[src/rtl/stream_xor_engine.sv]
// Keystream consumer: captures DATA_WIDTH-bit keystream blocks from a generator
// and XORs them, one WORD_WIDTH slice at a time, into a valid/ready word stream.
`timescale 1ns/1ps

module stream_xor_engine #(
    parameter int DATA_WIDTH = 80,
    parameter int WORD_WIDTH = 8
) (
    input  logic                  clk,
    input  logic                  rst,
    input  logic [DATA_WIDTH-1:0] ks_block_i,
    input  logic                  ks_end_block_i,
    output logic                  ks_next_data_o,
    input  logic                  data_valid_i,
    output logic                  data_ready_o,
    input  logic [WORD_WIDTH-1:0] data_i,
    output logic                  out_valid_o,
    input  logic                  out_ready_i,
    output logic [WORD_WIDTH-1:0] data_o,
    output logic [15:0]           ks_block_cnt_o,
    output logic                  dbg_state_o
);

    localparam int NWORDS = DATA_WIDTH / WORD_WIDTH;
    localparam int IDX_W  = (NWORDS > 1) ? $clog2(NWORDS) : 1;
    localparam logic [IDX_W-1:0] LAST_IDX = IDX_W'(NWORDS - 1);

    if (DATA_WIDTH % WORD_WIDTH != 0) begin : g_bad_width
        $error("stream_xor_engine: DATA_WIDTH must be a multiple of WORD_WIDTH");
    end

    typedef enum logic {
        WAIT_KS = 1'b0,
        RUN     = 1'b1
    } state_t;

    state_t                r_state;
    logic [DATA_WIDTH-1:0] r_ks_buf;
    logic [IDX_W-1:0]      r_idx;
    logic                  r_out_valid;
    logic [WORD_WIDTH-1:0] r_data;
    logic [15:0]           r_blk_cnt;

    logic [WORD_WIDTH-1:0] w_ks_words [NWORDS];
    logic                  w_ready;
    logic                  w_hs;
    logic                  w_last;
    logic                  w_capture;

    // Word k of the buffer is the k-th keystream word, lowest bits first.
    for (genvar k = 0; k < NWORDS; k++) begin : g_words
        assign w_ks_words[k] = r_ks_buf[k*WORD_WIDTH +: WORD_WIDTH];
    end

    // Handshake: a word moves on a rising edge where data_valid_i && data_ready_o.
    // Ready only in RUN and only while the single output register can take a word.
    assign w_ready = (r_state == RUN) && (!r_out_valid || out_ready_i);
    assign w_hs    = data_valid_i && w_ready;
    assign w_last  = (r_idx == LAST_IDX);

    // The next_data request is exactly the capture condition; gating with rst
    // keeps it low while reset is asserted.
    assign w_capture = rst && ks_end_block_i &&
                       ((r_state == WAIT_KS) || (w_hs && w_last));

    always_ff @(posedge clk or negedge rst) begin
        if (!rst) begin
            r_state     <= WAIT_KS;
            r_ks_buf    <= '0;
            r_idx       <= '0;
            r_out_valid <= 1'b0;
            r_data      <= '0;
            r_blk_cnt   <= '0;
        end else begin
            if (w_hs) begin
                r_data      <= data_i ^ w_ks_words[r_idx];
                r_out_valid <= 1'b1;
            end else if (out_ready_i) begin
                r_out_valid <= 1'b0;
            end

            case (r_state)
                WAIT_KS: begin
                    if (ks_end_block_i) begin
                        r_ks_buf  <= ks_block_i;
                        r_idx     <= '0;
                        r_blk_cnt <= r_blk_cnt + 16'd1;
                        r_state   <= RUN;
                    end
                end
                RUN: begin
                    if (w_hs) begin
                        if (w_last) begin
                            r_idx <= '0;
                            if (ks_end_block_i) begin
                                r_ks_buf  <= ks_block_i;
                                r_blk_cnt <= r_blk_cnt + 16'd1;
                            end else begin
                                r_state <= WAIT_KS;
                            end
                        end else begin
                            r_idx <= r_idx + 1'b1;
                        end
                    end
                end
                default: r_state <= WAIT_KS;
            endcase
        end
    end

    assign ks_next_data_o = w_capture;
    assign data_ready_o   = w_ready;
    assign out_valid_o    = r_out_valid;
    assign data_o         = r_data;
    assign ks_block_cnt_o = r_blk_cnt;
    assign dbg_state_o    = r_state;

endmodule

[config.mk]
export PLATFORM = sky130hd
export DESIGN_NAME = stream_xor_engine
export DESIGN_NICKNAME = d
export VERILOG_FILES = /design/src/rtl/stream_xor_engine.sv
export SDC_FILE = /design/constraint.sdc
export NUM_CORES = 1
export LEC_CHECK = 0
export BUFFER_PORTS_ARGS = -buffer_cell sky130_fd_sc_hd__buf_4
export CAP_MARGIN = 15
export CORE_UTILIZATION = 35
export CTS_BUF_LIST = sky130_fd_sc_hd__clkbuf_2
export DETAILED_ROUTE_END_ITERATION = 16
export HOLD_SLACK_MARGIN = 0.02
export SYNTH_ARGS = -nofsm -noshare
export SYNTH_HDL_FRONTEND = slang
export SYNTH_SLANG_ARGS = --single-unit
[constraint.sdc]
create_clock -name clk -period 3.95 [get_ports clk]
set_input_delay 0.1975 -clock clk [delete_from_list [all_inputs] [get_ports clk]]
set_output_delay 0.1975 -clock clk [all_outputs]
set_load 0.05 [all_outputs]
-- After elaboration in Yosys (flattened, before gate mapping)
Index checks and enable logic that the tools add are counted.
- add/subtract/negate cells: 2
- $mul: 0
- div/mod/pow operators: 0
- order comparisons: 1
- equality and inequality tests: 4
- shifts and indexed selects: 0
- multiplexer cells: 21
- bitwise operators: 3
- reductions and logical operators: 11
- operators with widths (kind ; count):
    $mux W80 ; 3
    $pmux W80 S2 ; 1
    $mux W16 ; 3
    $bmux W8 S4 ; 1
    $pmux W16 S2 ; 1
    $add A16 B1 Y16 const B ; 1
    $mux W8 ; 2
    $mux W4 ; 3
    $pmux W4 S2 ; 1
    $xor A8 B8 Y8 ; 1
    $ge A5 B5 Y1 const B ; 1
    $logic_and A1 B1 Y1 ; 5
    $mux W1 ; 5
    $not A4 Y5 ; 1
    $add A4 B1 Y4 const B ; 1
    $eq A4 B4 Y1 const B ; 1
    $ne A2 B1 Y1 const B ; 2
    $reduce_and A2 Y1 ; 2
    $logic_or A1 B1 Y1 ; 2
    $ne A2 B2 Y1 const B ; 1
    $pmux W1 S2 ; 1
    $reduce_bool A2 Y1 ; 1
    $logic_not A1 Y1 ; 1
    $not A1 Y1 ; 1
- flip-flop bits (word level): 110
- latch bits: 0
- RAM bits: 0
- ROM bits: 0
- output and inout port bits: 28
- word-level logic and storage cells: 48
- memories: 0

-- Longest topological paths before layout
Gate-level depths: netlist of the first run.
- depth after elaboration: 7
- gate-level depth with buffers: 9

-- Worst setup path before layout of the first run
Ideal clock, no wire load.
- path type: register -> output
- from: register r_idx[1]
- to: output ks_next_data_o
- data arrival time: 1.811 ns
- path slack: 1.941 ns
- cell stages (with the launch flop): 8
- buffers on the path: 2
- cell sequence: dfrtp_1 > buf_2 > inv_1 > ha_1 > and4b_1 > a31o_2 > buf_2 > and2_1
- word-level cells in the longest chain between the ends: 4
- ends and longest elaborated chain (item ; RTL line ; text):
    start: declaration ; 39 ; logic [IDX_W-1:0] r_idx;
    start signal: assignment ; 102 ; r_idx <= r_idx + 1'b1;
    $eq A4 B4 Y1 ; 59 ; assign w_last = (r_idx == LAST_IDX);
    $logic_and A1 B1 Y1 ; 64 ; ((r_state == WAIT_KS) || (w_hs && w_last));
    $logic_or A1 B1 Y1 ; 64 ;
    $logic_and A1 B1 Y1 ; 63 ; assign w_capture = rst && ks_end_block_i &&
    end: declaration ; 13 ; output logic ks_next_data_o,
No other way between the ends.

-- Worst setup path in the final report of the first run
Same ends and word-level chain as after synthesis.

==> results.md, run 1 <==
* Status: finished, final reports clean
* Synthesized Nets at 673
* Synth Area in Adders at 0.694%
* Int Pwr at 2.58 mW
* Largest net degree at the start of global routing at 72
* Net count, final at 870
* Sequential-to-total area share from yosys stat at 50.9%
* Total of max-cap violations at 0
* Placed instance count at 859
* Synth warn at 0
* DRC at 0
* Mux cell area share after synthesis at 8.92%
* Final hold violation count at 0
* Min Tclk post-route at 3.19 ns
* Post-synthesis register bit count at 110
* Post-Syn Instances at 577
* Final wirelength at 14400 µm
* CP Max Fanout at 71
* Largest cells by area after synthesis: dfrtp_1 51%, nand2_1 17%, mux4_1 3.4%
* Top cell type's share of synthesized area at 50.9%
* Pleak at 3.77 nW
* Psw at 1.68 mW
* IO buf count at 120
* IO Pins at 121
* Initial Utilization at 35.7%
* Synth cell count leaders: 249 x nand2_1, 110 x dfrtp_1, 17 x buf_2
* Clk_lat worst skew at 0.61 ns
* Area Growth Syn to Fin at 38.0%
* Avg WL per Cell at 14.9 µm
* Worst Skew at 0.0402 ns
* Worst slew margin at 42.6%
* Measured slew at the worst slew-check pin at 0.861 ns
* Leading area contributor after synthesis: dfrtp_1
* Primary FF master, synth: dfrtp_1
* Number of synthesized flops with an enable pin at 0
* Routed Antenna Nets at 0
* Row Count at 45
* Worst Path Buf+Inv at 2
* Pre-CTS setup slack at 1.42 ns
* Root buf cell: clkbuf_2
* WP depth at 6
* Reg power frac at 45.3%
* Share of async-settable or async-resettable flops after synthesis at 100%
* CTS sink cnt at 110
* CP delay by family, top: compound AO/OA/AOI/OAI gates
* Netlist cell types at 41
* Num CTS Buffers at 9
* Vias at 4736
* Final cell count without fillers at 967
* Synth Area in Compound Gates at 5.87%
* GRT overflow at 0
* Clk slew on worst S/H paths at 0.28 ns
* Avg Vias per Cell at 4.90
* Share of cells above drive strength 1 at 20.0%
* Critical R2R Launch: r_idx[1]
* Ant diodes at 0
* RePlAce Congestion at 0.802
* Switching share of total power at 39.5%
* Final worst setup slack at 0.759 ns
* Final setup violation count at 0
* CP startpoint kind: flip-flop
* Proportion of power drawn by combinational gates at 42.8%
* Maximum buffer depth of the clock tree at 2
* Crit path required time at 3.75 ns
* Vias in the first global route at 4689
* CP max stage cell: a31o_4
* DRT iter0 DRCs at 276
* First-pass GRT wire length at 23400 µm
* CTS H-tree depth at 3
* Pre-antenna DRT Iters at 4
* Synthesized area per cell at 9.38 µm²
* RSZ-0062 raised after global routing: false
* CTS tree: built
* Die height at 126 µm
* Synth Area in Simple Gates at 27.1%
* Count leader, synth: nand2_1
* Clk network pwr share at 11.9%
* Reg2Reg Setup Slack at 1.34 ns
* Die area at 0.0160 mm²
* Final period utilization at 80.8%
* CP max stage delay at 0.68 ns
* Max rail drop VDD at 0.399 mV
* RR Endpoint: r_ks_buf[21]
* Fin Hold WS at 0.204 ns
* Largest family of logic cells by synthesized area: simple AND/OR/NAND/NOR gates
* Power per standard cell area at 570 mW/mm²
* Max-slew violations at 0
* Post-route setup TNS at 0 ns
* Cell area after synthesis at 0.00541 mm²
* Worst min-delay path category: input port to asynchronous set/reset pin
* Crit Path Category: flip-flop to output port
* Die width at 126 µm
* Initial antenna violation count at 0
* Cell Chain, Critical Path: inv_1 -> ha_1 -> and4b_1 -> a31o_4 -> and2_1 -> buf_4
* Crit path capture type: output port
* Core footprint at 0.0151 mm²
* Gr usage total at 18.7%
* R2R depth at 7
* DP HPWL at 9900 µm
* Max Freq at 313 MHz
* Post-Synth XOR/XNOR Area at 2.43%
* WP data arrival at 2.99 ns
* CTS resizes at 0
[worst max-delay path by stage]
stage | startpoint | to
4_1_cts | r_idx[1] | ks_next_data_o
2_1_floorplan | r_idx[1] | ks_next_data_o
3_3_place_gp | r_idx[1] | ks_next_data_o
5_1_grt | r_idx[1] | ks_next_data_o
3_5_place_dp | r_idx[1] | r_ks_buf[64]
6_report | r_idx[1] | ks_next_data_o
[routing by layer]
| metal | track usage, % | vias to the layer above | wire, µm |
|---|---|---|---|
| met2 | 30.5 | 125 | 6830 |
| met1 | 25.4 | 2277 | 6720 |
| met3 | 2.61 | 15 | 550 |
| li1 | - | 2319 | - |
| met5 | 0 | - | 0 |
| met4 | 6.95 | 0 | 257 |
[power groups by stage]
stage / combinational, mW / clock (mW) / sequential (mW)
final: 1.82 / 0.505 / 1.93
after global routing: 2.01 / 0.572 / 1.99
after CTS: 1.84 / 0.532 / 1.93
after detailed placement: 1.76 / 0 / 1.95
after global placement: 1.72 / 0 / 1.94
after floorplan: 1.17 / 0 / 2.01
[final cells by class]
class                      instances  area, µm²
sequential                       110       2750
inverter                          12       45.0
fill                            1444       7680
clock inverter                     5       51.3
multi-input combinational        423       2460
timing repair buffer             218       1870
clock buffer                      11       55.1
tap                              188        235
[sequential cells by signal (all words and copies together) (netlist names)]
register	count
r_ks_buf	80
ks_block_cnt_o	16
dbg_state_o	1
out_valid_o	1
r_idx	4
data_o	8
[through the flow]
step                      util [%]  cell area [µm²]  power [mW]
after floorplan                  -             5410        3.18
after global placement        42.5             6440        3.65
after detailed placement      42.5             6440        3.72
after CTS                     49.3             7470        4.30
after global routing          49.3             7470        4.57
final                         49.3             7470        4.26
[logic make-up after synthesis]
kind of cell,Yosys count
compound gates,34
xor+xnor,15
fa+ha+maj,3
buf+inv,44
flops,110
mux,32
simple gates,339
[layout by cell type, fill, tap and decap left out, drive strengths merged, types with 12 or more instances in the layout]
cell,instances
dfrtp,110
inv,12
and2,13
nand2,249
mux2i,16
buf,126
nand3,15
nor2,12
xnor2,14
dlygate4sd3,92
[timing repair]
action,4_1_cts,5_1_grt
hold endpoints to repair,155,0
hold buffers,92,0
buffers inserted,0,0
(Power assumes the default switching activity.)
==> run 2, diff against run 1 <==
==> constraint.sdc (replaced) <==
create_clock -name clk -period 2.8 [get_ports clk]
set_input_delay 0.14 -clock clk [delete_from_list [all_inputs] [get_ports clk]]
set_output_delay 0.14 -clock clk [all_outputs]
set_load 0.05 [all_outputs]
==> run 2 against run 1 <==
Net effect: clock skew up 0.010 ns; first-iteration DRC count down 5.4%; highest routed layer unchanged; clock power up 69%; routed wire length up 4.7%; core utilization up 0.98 points; via count up 0.44%; cell count up 0.93%; die area unchanged; count of clock-buffer cells in the layout down 2.
==> results.md, run 2 (synthesis results as in run 1) <==
* Status: finished, final reports clean
* Wl on met1 at 6930 µm (+3.2%)
* Hold_sp: ks_block_i[13]
* CP max stage cell: dfrtp_1
* Critical R2R Launch: r_idx[0]
* Initial Utilization at 35.7% (unchanged)
* Avg WL per Cell at 15.4 µm (+3.7%)
* Net count, final at 878 (+0.92%)
* Finished Core Util at 50.3% (+0.98 points)
* WHS Path Cells at 4
* Die width at 126 µm (unchanged)
* RSZ-0062 raised after global routing: false
* Reg2Reg Setup Slack at 0.60 ns (-0.74 ns)
* Crit path required time at 2.66 ns (-1.09 ns)
* Avg Vias per Cell at 4.87 (-0.48%)
* Die area at 0.0160 mm² (unchanged)
* Gr usage total at 19.5% (+0.85 points)
* Cell Chain, Critical Path: inv_1 -> ha_1 -> and4b_1 -> a31o_4 -> and2_1 -> buf_4
* IO Pins at 121 (unchanged)
* WL met3 at 647 µm (+18%)
* Crit Path Category: flip-flop to output port
* Initial antenna violation count at 0 (unchanged)
* CTS sink cnt at 110 (unchanged)
* Final period utilization at 93.3%
* DRT iter0 DRCs at 261 (-5.4%)
* Routed Antenna Nets at 0 (unchanged)
* Final hold violation count at 0 (unchanged)
* Setup Fix Bufs, Post-CTS at 0 (unchanged)
* Power per standard cell area at 814 mW/mm² (+43%)
* Area Growth Syn to Fin at 40.8%
* R2R depth at 5 (-2)
* Pre-antenna DRT Iters at 6 (+2)
* Placed Area at 0.00650 mm² (+0.97%)
* Worst Hold Endpoint: r_ks_buf[13]
* Worst min-delay path category: input port to flip-flop
* Vias at 4757 (+0.44%)
* Fin Hold WS at 0.171 ns (-0.0332 ns)
* Num CTS Buffers at 9 (unchanged)
* Min Tclk post-route at 2.61 ns
* Crit path capture type: output port
* Routed met2 length at 7180 µm (+5.1%)
* Pleak at 3.84 nW (+1.9%)
* Post-route setup TNS at 0 ns (unchanged)
* Measured slew at the worst slew-check pin at 0.672 ns (-0.189 ns)
* CTS tree: built
* Max-slew violations at 0 (unchanged)
* Final wirelength at 15000 µm (+4.7%)
* Clk_lat worst skew at 0.67 ns (+0.06 ns)
* CP Max Fanout at 26 (-63%)
* CP startpoint kind: flip-flop
* Commonest cells after routing, fill and taps aside: 249 x nand2_1, 129 x buf_4, 108 x dfrtp_1
* Worst slew margin at 55.1% (+13 points)
* Worst Skew at 0.0507 ns (+0.0104 ns)
* RePlAce Congestion at 0.811 (+1.1%)
* Vias in the first global route at 4707 (+0.38%)
* Max rail drop VDD at 0.501 mV (+26%)
* Max Used Layer: met4
* First-pass GRT wire length at 24100 µm (+3.1%)
* DP HPWL at 10200 µm (+3.0%)
* Row Count at 45 (unchanged)
* Fin area at 0.00762 mm² (+2.0%)
* Max FFs per register at 80 (unchanged)
* Share of cells above drive strength 1 at 21.0% (+0.94 points)
* Root buf cell: clkbuf_2
* IO buf count at 120 (unchanged)
* CTS H-tree depth at 3 (unchanged)
* Maximum buffer depth of the clock tree at 2 (unchanged)
* Final setup violation count at 0 (unchanged)
* WP data arrival at 2.47 ns (-0.52 ns)
* DRC at 0 (unchanged)
* CP max stage delay at 0.46 ns (-0.22 ns)
* Clk slew on worst S/H paths at 0.33 ns (+0.05 ns)
* Largest net degree at the start of global routing at 42 (-42%)
* Max Freq at 383 MHz
* Most common cell after layout, fill and taps aside: nand2_1
* Total of max-cap violations at 0 (unchanged)
* Die height at 126 µm (unchanged)
* GRT overflow at 0 (unchanged)
* Largest Register: r_ks_buf
* Core footprint at 0.0151 mm² (unchanged)
* RR Endpoint: data_o[5]
-- run 2: per-stage QoR --
stage | setup WS [ns] | std cells | power [mW]
3_5_place_dp | 0.687 | 864 | 5.28
4_1_cts | 0.0847 | 975 | 6.25
5_1_grt | 0.00707 | 975 | 6.64
3_3_place_gp | 0.742 | 864 | 5.20
2_1_floorplan | 0.849 | 577 | 4.49
6_report | 0.186 | 976 | 6.20
-- run 2: layer usage --
| metal | up-vias | track usage, % |
|---|---|---|
| li1 | 2344 | - |
| met1 | 2275 | 25.7 |
| met2 | 120 | 32.0 |
| met3 | 18 | 4.72 |
| met4 | 0 | 5.81 |
| met5 | - | 0 |
-- run 2: worst max path at each step --
stage / start / end / slack, ns / cells after the start
final: r_idx[1] / ks_next_data_o / 0.19 / 6
after global routing: r_idx[1] / ks_next_data_o / 0.007 / 6
after CTS: r_idx[3] / ks_next_data_o / 0.08 / 4
after detailed placement: r_idx[3] / r_ks_buf[47] / 0.69 / 5
after global placement: r_idx[3] / r_ks_buf[40] / 0.74 / 5
after floorplan: r_idx[1] / ks_next_data_o / 0.85 / 7
-- run 2: where the power goes --
part / switching [mW] / internal, mW
combinational: 1.46 / 1.22
sequential: 0.433 / 2.24
clock: 0.550 / 0.301
total: 2.44 / 3.76
-- run 2: area by class of cell --
cell class / instances / area [µm²]
fill: 1426 / 7530
tap: 188 / 235
clock inverter: 7 / 97.6
inverter: 12 / 45.0
multi-input combinational: 424 / 2470
sequential: 110 / 2760
timing repair buffer: 225 / 1970
antenna: 1 / 2.50
clock buffer: 9 / 45.0
-- run 2: repair_timing --
item                       in CTS  in global routing
resized for setup               0                  1
pin swaps                       0                  0
hold endpoints to repair      157                  0
gates cloned                    1                  0
hold buffers                   94                  0
setup endpoints to repair       1                  1
-- run 2: critical path: cells and delay by family (launching register included) --
family,cells,cell delay [ns]
AND/OR/NAND/NOR,2,0.51
adder cells (fa/ha/maj),1,0.16
AO/OA/AOI/OAI,1,0.41
buffers and inverters,2,0.27
flip-flops,1,0.46
==> run 3, diff against run 2 <==
==> constraint.sdc (replaced) <==
create_clock -name clk -period 2.8 [get_ports clk]
set_input_delay 0.14 -clock clk [delete_from_list [all_inputs] [get_ports clk]]
set_output_delay 0.14 -clock clk [all_outputs]
set_load 0.02 [all_outputs]
==> run 3 against run 2 <==
Net effect: die area is the same; maximum frequency is essentially flat; global-route usage grew 0.40 points; via count grew 1.4%; combinational power shrank 7.5%; highest routed layer unchanged.
==> results.md, run 3 (synthesis results as in run 1) <==
* IO buf count at 120 (unchanged)
* DRT iter0 DRCs at 310 (+19%)
* Net count, final at 877 (-0.11%)
* CTS H-tree depth at 3 (unchanged)
* Die area at 0.0160 mm² (unchanged)
* Clk_lat worst skew at 0.65 ns (-0.02 ns)
* GRT overflow at 0 (unchanged)
* Max FFs per register at 80 (unchanged)
* Max rail drop VDD at 0.410 mV (-18%)
* Area occupied by registers at 0.00275 mm² (about the same)
* Maximum buffer depth of the clock tree at 2 (unchanged)
* Avg Vias per Cell at 4.95 (+1.6%)
* Worst min-delay path category: input port to asynchronous set/reset pin
* Crit path capture type: output port
* Reg power frac at 45.5% (+2.4 points)
* Worst slew margin at 52.5% (-2.6 points)
* Cell Chain, Critical Path: buf_6 -> inv_1 -> ha_1 -> and4b_2 -> a31o_4 -> and2_1 -> buf_4
* Fillers at 1386 (-2.8%)
* WP data arrival at 2.48 ns (about the same)
* RSZ-0062 raised after global routing: false
* Max Freq at 382 MHz (about the same)
* Pleak at 3.81 nW (-0.91%)
* Proportion of power drawn by combinational gates at 41.8% (-1.3 points)
* Crit Path Category: flip-flop to output port
* Most common cell after layout, fill and taps aside: nand2_1
* Area Growth Syn to Fin at 39.5%
* Largest Register: r_ks_buf
* CTS tree: built
* Root buf cell: clkbuf_2
* Final hold violation count at 0 (unchanged)
* Ant diodes at 0 (-1)
* DP HPWL at 10200 µm (about the same)
* Min Tclk post-route at 2.62 ns (+0.00215 ns)
* Fin Hold WS at 0.0700 ns (-0.101 ns)
* Core footprint at 0.0151 mm² (unchanged)
* Commonest cells after routing, fill and taps aside: 249 x nand2_1, 129 x buf_4, 109 x dfrtp_1
* Vias at 4822 (+1.4%)
* IO Pins at 121 (unchanged)
* Max-slew violations at 0 (unchanged)
* Worst Skew at 0.0474 ns (-0.00328 ns)
* Num CTS Buffers at 9 (unchanged)
* Final period utilization at 93.4% (about the same)
* Psw at 2.25 mW (-8.0%)
* Row Count at 45 (unchanged)
* Clk network pwr share at 12.7% (-1.0 points)
* Final setup violation count at 0 (unchanged)
* Crit path required time at 2.66 ns (about the same)
* CP startpoint kind: flip-flop
* Switching share of total power at 38.0% (-1.4 points)
* Avg WL per Cell at 15.7 µm (+2.0%)
* CP Max Fanout at 14 (-46%)
* Measured slew at the worst slew-check pin at 0.710 ns (+0.0385 ns)
* Status: finished, final reports clean
* RePlAce Congestion at 0.794 (-2.2%)
* Die width at 126 µm (unchanged)
* Gr usage total at 19.9% (+0.40 points)
* Die height at 126 µm (unchanged)
* Initial Utilization at 35.7% (unchanged)
* DRC at 0 (unchanged)
* Multi-input logic area at 0.00248 mm² (+0.51%)
* Share of cells above drive strength 1 at 21.1% (+0.15 points)
* First-pass GRT wire length at 24700 µm (+2.5%)
* Routed Antenna Nets at 0 (unchanged)
* Int Pwr at 3.67 mW (-2.5%)
* Total of max-cap violations at 0 (unchanged)
* Post-route setup TNS at 0 ns (unchanged)
* CP max stage cell: dfrtp_1
* Pre-antenna DRT Iters at 5 (-1)
* Power per standard cell area at 783 mW/mm² (-3.8%)
* Clk slew on worst S/H paths at 0.31 ns (-0.02 ns)
* Vias in the first global route at 4841 (+2.8%)
* Initial antenna violation count at 0 (unchanged)
* Final wirelength at 15300 µm (+1.7%)
* CTS sink cnt at 110 (unchanged)
* CP max stage delay at 0.42 ns (-0.04 ns)
* Setup Fix Bufs, Post-CTS at 0 (unchanged)
* Largest net degree at the start of global routing at 111 (+160%)
## run 3: cell type report
class	instances	share of cell area [%]
tap	188	3.12
sequential	110	36.5
multi-input combinational	425	32.9
timing repair buffer	223	25.4
inverter	12	0.597
clock buffer	11	0.729
clock inverter	5	0.779
## run 3: per-stage QoR
step                      cell area [µm²]  instances  setup slack (ns)  power [mW]  utilization, %
after floorplan                      5410        577             0.901        4.30               -
after global placement               6490        864             0.667        5.00            42.9
after detailed placement             6490        864             0.607        5.09            42.9
after CTS                            7540        974            0.0129        5.96            49.8
final                                7550        974             0.184        5.91            49.9
after global routing                 7550        974            0.0381        6.33            49.9
## run 3: per-layer routing
layer | global-route usage, % | up-vias | part of all wire (%)
li1 | - | 2349 | -
met3 | 3.92 | 14 | 4.3
met5 | 0 | - | 0
met2 | 32.4 | 139 | 47
met4 | 5.88 | 0 | 1.7
met1 | 27.1 | 2320 | 47
## run 3: worst max-delay path: cells and delay by family (launching register included)
kind	cells	cell delay, ns
AND/OR/NAND/NOR	2	0.48
adder cells (fa/ha/maj)	1	0.19
buffers and inverters	3	0.39
AO/OA/AOI/OAI	1	0.33
flip-flops	1	0.42
## run 3: path summary, 6_finish.rpt
path                                start              to  slack (ns)  depth (start not counted)
max                              r_idx[1]  ks_next_data_o        0.18                          7
min reg2reg                  r_ks_buf[20]    r_ks_buf[20]        0.51                          2
min                                   rst    r_ks_buf[75]        0.07                          3
max reg2reg                      r_idx[1]    r_ks_buf[54]        0.62                          8
max in group asynchronous             rst    r_ks_buf[38]        2.21                          3
min in group clk           ks_block_i[75]    r_ks_buf[75]        0.19                          4
## run 3: power by group through the flow
stage / logic (mW) / clock network (mW) / registers, mW
6_report: 2.47 / 0.750 / 2.69
5_1_grt: 2.72 / 0.834 / 2.77
4_1_cts: 2.49 / 0.789 / 2.69
3_5_place_dp: 2.36 / 0 / 2.72
3_3_place_gp: 2.30 / 0 / 2.70
2_1_floorplan: 1.65 / 0 / 2.65
## run 3: what timing repair did
| action | CTS | global route |
|---|---|---|
| cloned | 2 | 0 |
| gates resized for setup | 0 | 3 |
| hold buffers | 92 | 0 |
| hold endpoints to repair | 203 | 0 |
| setup endpoints to repair | 1 | 1 |
